--- src/rtl/output_buffer_reader.sv ---
// Drain engine for the RRAM output buffer: issues buffer reads for a host command and streams the words out through a skid FIFO.
// Optional checksum trailer word is enabled with `define OBR_CHECKSUM_EN.
module output_buffer_reader #(
  parameter int DATA_WIDTH = 32,
  parameter int ADDR_WIDTH = 7,
  parameter int RAM_DEPTH  = 64,
  parameter int SKID_DEPTH = 4
) (
  input  logic                  clk,
  input  logic                  rst,
  input  logic                  cmd_valid,
  output logic                  cmd_ready,
  input  logic [ADDR_WIDTH-1:0] cmd_addr,
  input  logic [ADDR_WIDTH-1:0] cmd_len,
  output logic                  buf_rd_cs,
  output logic                  buf_rd_en,
  output logic [ADDR_WIDTH-1:0] buf_rd_addr,
  input  logic [DATA_WIDTH-1:0] buf_rdata,
  output logic                  m_valid,
  input  logic                  m_ready,
  output logic [DATA_WIDTH-1:0] m_data,
  output logic                  m_last,
  output logic                  busy,
  output logic                  done
);

  // state   | meaning
  // S_IDLE  | waiting for a command, cmd_ready high
  // S_ISSUE | issuing one buffer read per cycle while credit allows
  // S_DRAIN | all reads issued, waiting for the final word to be accepted
  // S_CSUM  | presenting the XOR checksum trailer (checksum build only)

  localparam int CW = $clog2(SKID_DEPTH + 1);
  localparam int PW = (SKID_DEPTH > 1) ? $clog2(SKID_DEPTH) : 1;
  localparam logic [CW:0]           SKID_LIMIT = (CW+1)'(SKID_DEPTH);
  localparam logic [ADDR_WIDTH-1:0] ADDR_LAST  = ADDR_WIDTH'(RAM_DEPTH - 1);
  localparam logic [PW-1:0]         PTR_LAST   = PW'(SKID_DEPTH - 1);
  localparam logic [ADDR_WIDTH-1:0] REM_ONE    = ADDR_WIDTH'(1);

`ifdef OBR_CHECKSUM_EN
  typedef enum logic [1:0] {S_IDLE = 2'd0, S_ISSUE = 2'd1, S_DRAIN = 2'd2, S_CSUM = 2'd3} state_t;
`else
  typedef enum logic [1:0] {S_IDLE = 2'd0, S_ISSUE = 2'd1, S_DRAIN = 2'd2} state_t;
`endif

  state_t                r_state;
  logic [ADDR_WIDTH-1:0] r_addr;
  logic [ADDR_WIDTH-1:0] r_rem;
  logic [ADDR_WIDTH-1:0] r_hold_addr;
  logic [1:0]            r_inflight;
  logic [1:0]            r_lastp;
  logic [DATA_WIDTH-1:0] r_skid_data [SKID_DEPTH];
  logic [SKID_DEPTH-1:0] r_skid_last;
  logic [PW-1:0]         r_wptr;
  logic [PW-1:0]         r_rptr;
  logic [CW-1:0]         r_count;
  logic                  r_done;
`ifdef OBR_CHECKSUM_EN
  logic [DATA_WIDTH-1:0] r_csum;
`endif

  logic                  w_skid_nempty;
  logic [CW:0]           w_used;
  logic                  w_issue;
  logic                  w_push;
  logic                  w_pop;
  logic [DATA_WIDTH-1:0] w_head_data;
  logic                  w_head_last;
  logic [ADDR_WIDTH-1:0] w_addr_next;

  // Credit counts words already in the skid plus reads still in the buffer pipeline.
  assign w_skid_nempty = (r_count != '0);
  assign w_used        = {1'b0, r_count} + (CW+1)'(r_inflight[0]) + (CW+1)'(r_inflight[1]);
  assign w_issue       = (r_state == S_ISSUE) && (w_used < SKID_LIMIT);
  assign w_push        = r_inflight[1];
  assign w_pop         = w_skid_nempty && m_ready;
  assign w_head_data   = r_skid_data[r_rptr];
  assign w_head_last   = r_skid_last[r_rptr];
  assign w_addr_next   = (r_addr == ADDR_LAST) ? '0 : r_addr + 1'b1;

  assign buf_rd_cs   = w_issue || (r_inflight != 2'b00);
  assign buf_rd_en   = buf_rd_cs;
  assign buf_rd_addr = w_issue ? r_addr : r_hold_addr;

  assign cmd_ready = (r_state == S_IDLE);
  assign busy      = (r_state != S_IDLE);
  assign done      = r_done;

`ifdef OBR_CHECKSUM_EN
  assign m_valid = w_skid_nempty || (r_state == S_CSUM);
  assign m_data  = (r_state == S_CSUM) ? r_csum : (w_skid_nempty ? w_head_data : '0);
  assign m_last  = (r_state == S_CSUM);
`else
  assign m_valid = w_skid_nempty;
  assign m_data  = w_skid_nempty ? w_head_data : '0;
  assign m_last  = w_skid_nempty && w_head_last;
`endif

  always_ff @(posedge clk) begin
    if (w_push) begin
      r_skid_data[r_wptr] <= buf_rdata;
      r_skid_last[r_wptr] <= r_lastp[1];
    end
  end

  always_ff @(posedge clk or negedge rst) begin
    if (!rst) begin
      r_state     <= S_IDLE;
      r_addr      <= '0;
      r_rem       <= '0;
      r_hold_addr <= '0;
      r_inflight  <= 2'b00;
      r_lastp     <= 2'b00;
      r_wptr      <= '0;
      r_rptr      <= '0;
      r_count     <= '0;
      r_done      <= 1'b0;
`ifdef OBR_CHECKSUM_EN
      r_csum      <= '0;
`endif
    end else begin
      r_done <= 1'b0;
      case (r_state)
        S_IDLE: begin
          if (cmd_valid) begin
            if (cmd_len != '0) begin
              r_addr  <= cmd_addr;
              r_rem   <= cmd_len;
              r_state <= S_ISSUE;
            end else begin
              r_done <= 1'b1;
            end
          end
        end
        S_ISSUE: begin
          if (w_issue) begin
            r_addr <= w_addr_next;
            r_rem  <= r_rem - 1'b1;
            if (r_rem == REM_ONE) r_state <= S_DRAIN;
          end
        end
        S_DRAIN: begin
          // The final word is the last one issued, so the pipeline is empty once it pops.
          if (w_pop && w_head_last && (r_inflight == 2'b00)) begin
`ifdef OBR_CHECKSUM_EN
            r_state <= S_CSUM;
`else
            r_done  <= 1'b1;
            r_state <= S_IDLE;
`endif
          end
        end
`ifdef OBR_CHECKSUM_EN
        S_CSUM: begin
          if (m_ready) begin
            r_done  <= 1'b1;
            r_state <= S_IDLE;
          end
        end
`endif
        default: r_state <= S_IDLE;
      endcase

      r_inflight <= {r_inflight[0], w_issue};
      r_lastp    <= {r_lastp[0], w_issue && (r_rem == REM_ONE)};
      if (w_issue) r_hold_addr <= r_addr;

      if (w_push) r_wptr <= (r_wptr == PTR_LAST) ? '0 : r_wptr + 1'b1;
      if (w_pop)  r_rptr <= (r_rptr == PTR_LAST) ? '0 : r_rptr + 1'b1;
      if (w_push && !w_pop)      r_count <= r_count + 1'b1;
      else if (!w_push && w_pop) r_count <= r_count - 1'b1;

`ifdef OBR_CHECKSUM_EN
      if ((r_state == S_IDLE) && cmd_valid) r_csum <= '0;
      else if (w_pop)                       r_csum <= r_csum ^ w_head_data;
`endif
    end
  end

endmodule

--- config.mk ---
export PLATFORM = sky130hd
export DESIGN_NAME = output_buffer_reader
export DESIGN_NICKNAME = d
export VERILOG_FILES = /design/src/rtl/output_buffer_reader.sv
export SDC_FILE = /design/constraint.sdc
export NUM_CORES = 1
export LEC_CHECK = 0
export CAP_MARGIN = 15
export CORE_AREA = 2 2 121 123
export DETAILED_ROUTE_END_ITERATION = 10
export DIE_AREA = 0 0 123 125
export GPL_ROUTABILITY_DRIVEN = 0
export HOLD_SLACK_MARGIN = 0.03
export PLACE_DENSITY = 0.72
export SLEW_MARGIN = 40
export SYNTH_ARGS = -nofsm -noshare
export SYNTH_HDL_FRONTEND = slang
export SYNTH_SLANG_ARGS = --single-unit
export TNS_END_PERCENT = 10
--- constraint.sdc ---
create_clock -name clk -period 6.65 [get_ports clk]
set_input_delay 1.6625 -clock clk [delete_from_list [all_inputs] [get_ports clk]]
set_output_delay 1.6625 -clock clk [all_outputs]
set_load 0.01 [all_outputs]
* After elaboration in Yosys (flattened, before gate mapping) *
Memory sizes are Yosys's and may differ from the RTL's.
Cells that the tools add are included.

cells by class
  reduce and logical (&&, ||, !) cells = 22
  $add $sub $neg = 8
  $lt $le $gt $ge = 4
  equal/unequal tests = 11
  mux-type cells = 32

operators with widths
  operator                                                    count
  two-way mux 7 bit                                           8
  two-way mux 32 bit                                          1
  case mux 7 bit (2 select lines)                             2
  two-way mux 2 bit                                           7
  logical AND 1 bit                                           9
  nonzero test 2 bit                                          4
  adder 7 x 1 -> 7 bit, second input constant                 1
  == test 7 x 1 -> 1 bit, second input constant               1
  == test 7 x 6 -> 1 bit, second input constant               1
  two-way mux 1 bit                                           7
  nonzero test 7 bit                                          1
  subtractor 7 x 1 -> 7 bit, second input constant            1
  == test 2 bit, second input constant                        3
  less-than comparator 2 x 3 -> 1 bit, second input constant  2
  two-way mux 3 bit                                           2
  inequality test 2 bit, second input constant                3
  case mux 2 bit (3 select lines)                             1
  AND reduction 5 bit                                         1
  adder 2 x 1 -> 2 bit, second input constant                 2
  adder 3 x 1 -> 4 bit                                        1
  adder 4 x 1 -> 4 bit                                        1
  bitwise mux 4 bit                                           1
  logical NOT 2 bit                                           2
  less-than comparator 4 x 3 -> 1 bit, second input constant  1
  12 further kinds                                            14

storage, ports and cells
  output and inout bits = 46
  bits in registers = 39
  memories kept = 1
  bits in writable memories = 128

memories
  memory       depth  bits a word  rd ports  clocked after memory_dff  write ports  RTL line  RTL
  r_skid_data  4      32           1         0                         1            52        logic [DATA_WIDTH-1:0] r_skid_data [SKID_DEPTH];

* Logic depth before layout (Yosys ltp) *
  word-level depth = 6
  mapped depth = 7
  gate-level depth less buffers = 7

* Worst setup path after synthesis *
OpenSTA, ideal clock, no wires.

  path kind = register to output
  start = register r_count[0]
  end = output buf_rd_addr[0]
  arrival time = 1.690 ns
  slack = 3.298 ns
  required time = 4.987 ns
  cell stages (with the launch flop) = 6
  cells stage by stage = dfrtp_1 -> ha_1 -> a21o_1 -> a211o_4 -> clkinv_4 -> mux2_2

on the way
  longest elaborated chain between the ends = 5

RTL lines
  what                                 RTL line  RTL
  start, declared                      56        logic [CW-1:0] r_count;
  start signal, assigned               170       if (w_push && !w_pop) r_count <= r_count + 1'b1;
  start signal, assigned               171       else if (!w_push && w_pop) r_count <= r_count - 1'b1;
  adder 3 x 1 -> 4 bit                 73        assign w_used = {1'b0, r_count} + (CW+1)'(r_inflight[0]) + (CW+1)'(r_inflight[1]);
  adder 4 x 1 -> 4 bit                 73
  less-than comparator 4 x 3 -> 1 bit  74        assign w_issue = (r_state == S_ISSUE) && (w_used < SKID_LIMIT);
  logical AND 1 bit                    74
  two-way mux 7 bit                    --
  end, declared                        17        output logic [ADDR_WIDTH-1:0] buf_rd_addr,

No other way between the ends.

* Final worst setup path *
  start = register r_inflight[1]
  end = output buf_rd_addr[4]

on the way
  longest elaborated chain between the ends = 4

RTL lines
  what                                 RTL line  RTL
  start, declared                      50        logic [1:0] r_inflight;
  start signal, assigned               164       r_inflight <= {r_inflight[0], w_issue};
  adder 4 x 1 -> 4 bit                 73
  less-than comparator 4 x 3 -> 1 bit  74
  logical AND 1 bit                    74
  two-way mux 7 bit                    --

No other way between the ends.

==> results.sh <==
export IMPL_crit_path_max_incr_delay_ps=500
export IMPL_synth_seq_area_share=0.707
export IMPL_mostFrequentLayoutCell="edfxtp_1"
export IMPL_crit_slowest_cell="dfrtp_1"
export IMPL_hpwl_um=7910
export IMPL_finalPower_mw=4.03
export IMPL_clkPwrFrac=0.207
export IMPL_crit_fanout=19
export IMPL_design_area_sq_um=8470
export IMPL_p_switching_mw=1.26
export IMPL_fin_skew_ps=4.34
export IMPL_grt_pass1_wl_um=20400
export IMPL_final_layout_size_suffix_gt1_frac=0.171
export IMPL_rsz0062_at_grt="false"
export IMPL_tns_ps=0
export IMPL_p_per_area_nw_per_um2=476
export IMPL_finalCritPeriodShare=0.673
export IMPL_ant_nets=0
export IMPL_status="complete, no violations"
export IMPL_nets=544
export IMPL_vias=3737
export IMPL_syn_area_sq_um=6850
export IMPL_clock_fmax_mhz=223
export IMPL_cts_tree="yes"
export IMPL_cts_sinks=167
export IMPL_path_delay_family="buffers and inverters"
export IMPL_holdBufCountCts=0
export IMPL_required_ps=4990
export IMPL_core_area_sq_um=14200
export IMPL_path_cells="ha_1 -> a21o_1 -> a211o_4 -> clkinv_4 -> mux2_2 -> clkdlybuf4s50_1"
export IMPL_cellLeakagePower_nw=2.94
export IMPL_r2r_start="r_inflight[1]"
export IMPL_ys_ff_latch=167
export IMPL_dieWidth_um=123
export IMPL_start_kind="flop"
export IMPL_initial_core_util=0.482
export IMPL_final_cell_mix="132 x edfxtp_1, 95 x clkdlybuf4s50_1, 33 x mux4_2, 33 x and2_1, 33 x dfrtp_1"
export IMPL_grt_pass1_vias=3980
export IMPL_intPower_mw=2.77
export IMPL_h_tree_depth=4
export IMPL_cap_violations=0
export IMPL_setup_viol=0
export IMPL_hp_start="r_lastp[0]"
export IMPL_cts_root_buf="clkbuf_16"
export IMPL_worstHoldEndpoint="r_lastp[1]"
export IMPL_postPlaceCellArea_sq_um=7960
export IMPL_hold_ws_ps=366
export IMPL_grt_antenna_before_repair=1
export IMPL_io_pins=96
export IMPL_final_hold_violation_count=0
export IMPL_yosysWarnings=0
export IMPL_slew_headroom=0.535
export IMPL_crit_type="flop to primary output"
export IMPL_drt_initial_drc_count=336
export IMPL_grt_max_degree=37
export IMPL_synth_nets=446
export IMPL_viasPerCell=5.49
export IMPL_grt_usage=0.178
export IMPL_path_clk_slew_ps=60
export IMPL_dr_pass1_iters=6
export IMPL_ir_drop_uv=273
export IMPL_cts_inserted_buffers=17
export IMPL_die_h_um=125
export IMPL_post_cts_setup_buffers=0
export IMPL_r2r_end="r_addr[0]"
export IMPL_worst_slew_pin_slew_ps=698
export IMPL_syn_mean_instance_area_sq_um=17.8
export IMPL_min_period_ps=4480
export IMPL_end_kind="primary output"
export IMPL_wire_per_inst_um=18.9
export IMPL_dieArea_sq_um=15400
export IMPL_crit_arrival_ps=2820
export IMPL_min_path_cells=0
export IMPL_cts_resized=0
export IMPL_ys_types=47
export IMPL_min_path_type="flop to flop"
export IMPL_p_sw_frac=0.312
export IMPL_netlist_instances=385
export IMPL_wl_um=12900
export IMPL_nFillCells=1076
export IMPL_comb_power_share=0.395
export IMPL_slew_viol_final=0
export IMPL_power_frac_seq=0.398
export IMPL_rr_worst_depth=6
export IMPL_rows=44
export IMPL_grt_overflow=0
export IMPL_rrSetupSlack_ps=4320
export IMPL_cp_num_buf_inv=2
export IMPL_clockBufferDepth=2
export IMPL_clk_latency_ps=410
export IMPL_drcViolationCount=0
export IMPL_port_buffers=95
export IMPL_area_delta_synth_final_pct=23.7
==> power by group through the flow <==
stage | logic, mW | registers [mW] | clock network (mW)
3_3_place_gp | 1.58 | 1.61 | 0
5_1_grt | 1.74 | 1.64 | 0.892
2_1_floorplan | 1.04 | 1.53 | 0
3_5_place_dp | 1.61 | 1.63 | 0
4_1_cts | 1.63 | 1.61 | 0.847
6_report | 1.59 | 1.60 | 0.834
==> flip-flops by register name, indices dropped and copies added, names as in the netlist <==
signal / flops
r_skid_data: 128
r_addr: 7
r_hold_addr: 7
r_rem: 7
r_skid_last: 4
r_count: 3
r_inflight: 2
r_lastp: 2
r_rptr: 2
r_state: 2
r_wptr: 2
done: 1
==> stage by stage <==
step / setup slack (ps) / utilization / std cells
after floorplan: 3300 / - / 385
after global placement: 2660 / 0.560 / 648
after detailed placement: 2600 / 0.561 / 648
after CTS: 2150 / 0.596 / 680
after global routing: 2050 / 0.596 / 680
final: 2170 / 0.596 / 681
==> metal layers <==
metal | part of all wire | vias to the layer above | global-route usage
li1 | - | 1709 | -
met5 | 0 | - | 0
met1 | 0.43 | 1909 | 0.226
met3 | 0.049 | 17 | 0.0447
met2 | 0.51 | 102 | 0.293
met4 | 0.015 | 0 | 0.0682
==> area by class of cell <==
class / count / area, sq um / share of cell area
antenna: 1 / 2.50 / 0.000295
clock buffer: 20 / 437 / 0.0516
clock inverter: 12 / 62.6 / 0.00739
inverter: 10 / 42.5 / 0.00502
multi-input combinational: 190 / 1890 / 0.223
sequential: 167 / 4840 / 0.572
tap: 184 / 230 / 0.0272
timing repair buffer: 97 / 966 / 0.114
==> cells by family after synthesis <==
logic type / after synthesis / synth area share
xor gates and xnor gates: 3 / 0.00384
adders and majority gates: 11 / 0.0212
muxes: 45 / 0.128
AOI/OAI and AO/OA: 46 / 0.0479
DFF: 167 / 0.707
buffers and inverters: 28 / 0.0203
and+or+nand+nor: 85 / 0.0717
==> cells in the mapped netlist, drive strengths merged <==
cell | n | area, sq um
o22ai | 6 | 37.5
mux2 | 11 | 124
or2 | 1 | 6.26
nor3 | 8 | 40.0
a32o | 1 | 10.0
a211oi | 1 | 12.5
mux2i | 1 | 10.0
or3b | 1 | 8.76
a2111oi | 1 | 8.76
clkinv | 1 | 8.76
buf | 10 | 66.3
nor2 | 11 | 43.8
xor2 | 2 | 17.5
and2 | 37 | 231
o21bai | 1 | 7.51
o21ai | 9 | 45.0
clkbuf | 8 | 30.0
nor2b | 1 | 6.26
and3 | 3 | 18.8
xnor2 | 1 | 8.76
or4 | 1 | 7.51
mux4 | 33 | 743
nor3b | 1 | 7.51
a22oi | 3 | 22.5
dfrtp | 35 | 876
inv | 9 | 33.8
nand2 | 11 | 41.3
a211o | 2 | 26.3
a21oi | 8 | 40.0
o2bb2ai | 9 | 78.8
nand3 | 2 | 10.0
fa | 1 | 20.0
nand4b | 1 | 8.76
ha | 10 | 125
nor4 | 3 | 25.0
or3 | 2 | 12.5
o31ai | 2 | 15.0
edfxtp | 132 | 3960
a21o | 2 | 15.0
nor4b | 1 | 8.76
a32oi | 1 | 8.76
nand2b | 1 | 13.8
==> how the worst max path moves through the flow <==
stage	endpoint	slack, ps	cells past startpoint	startpoint
after floorplan	buf_rd_addr[0]	3300	5	r_count[0]
after detailed placement	buf_rd_addr[0]	2600	6	r_inflight[1]
final	buf_rd_addr[4]	2170	6	r_inflight[1]
after global placement	buf_rd_addr[0]	2660	6	r_inflight[1]
after global routing	buf_rd_addr[5]	2050	6	r_inflight[1]
after CTS	buf_rd_addr[0]	2150	6	r_inflight[1]
Note: power is estimated with default switching activity, not from simulation.
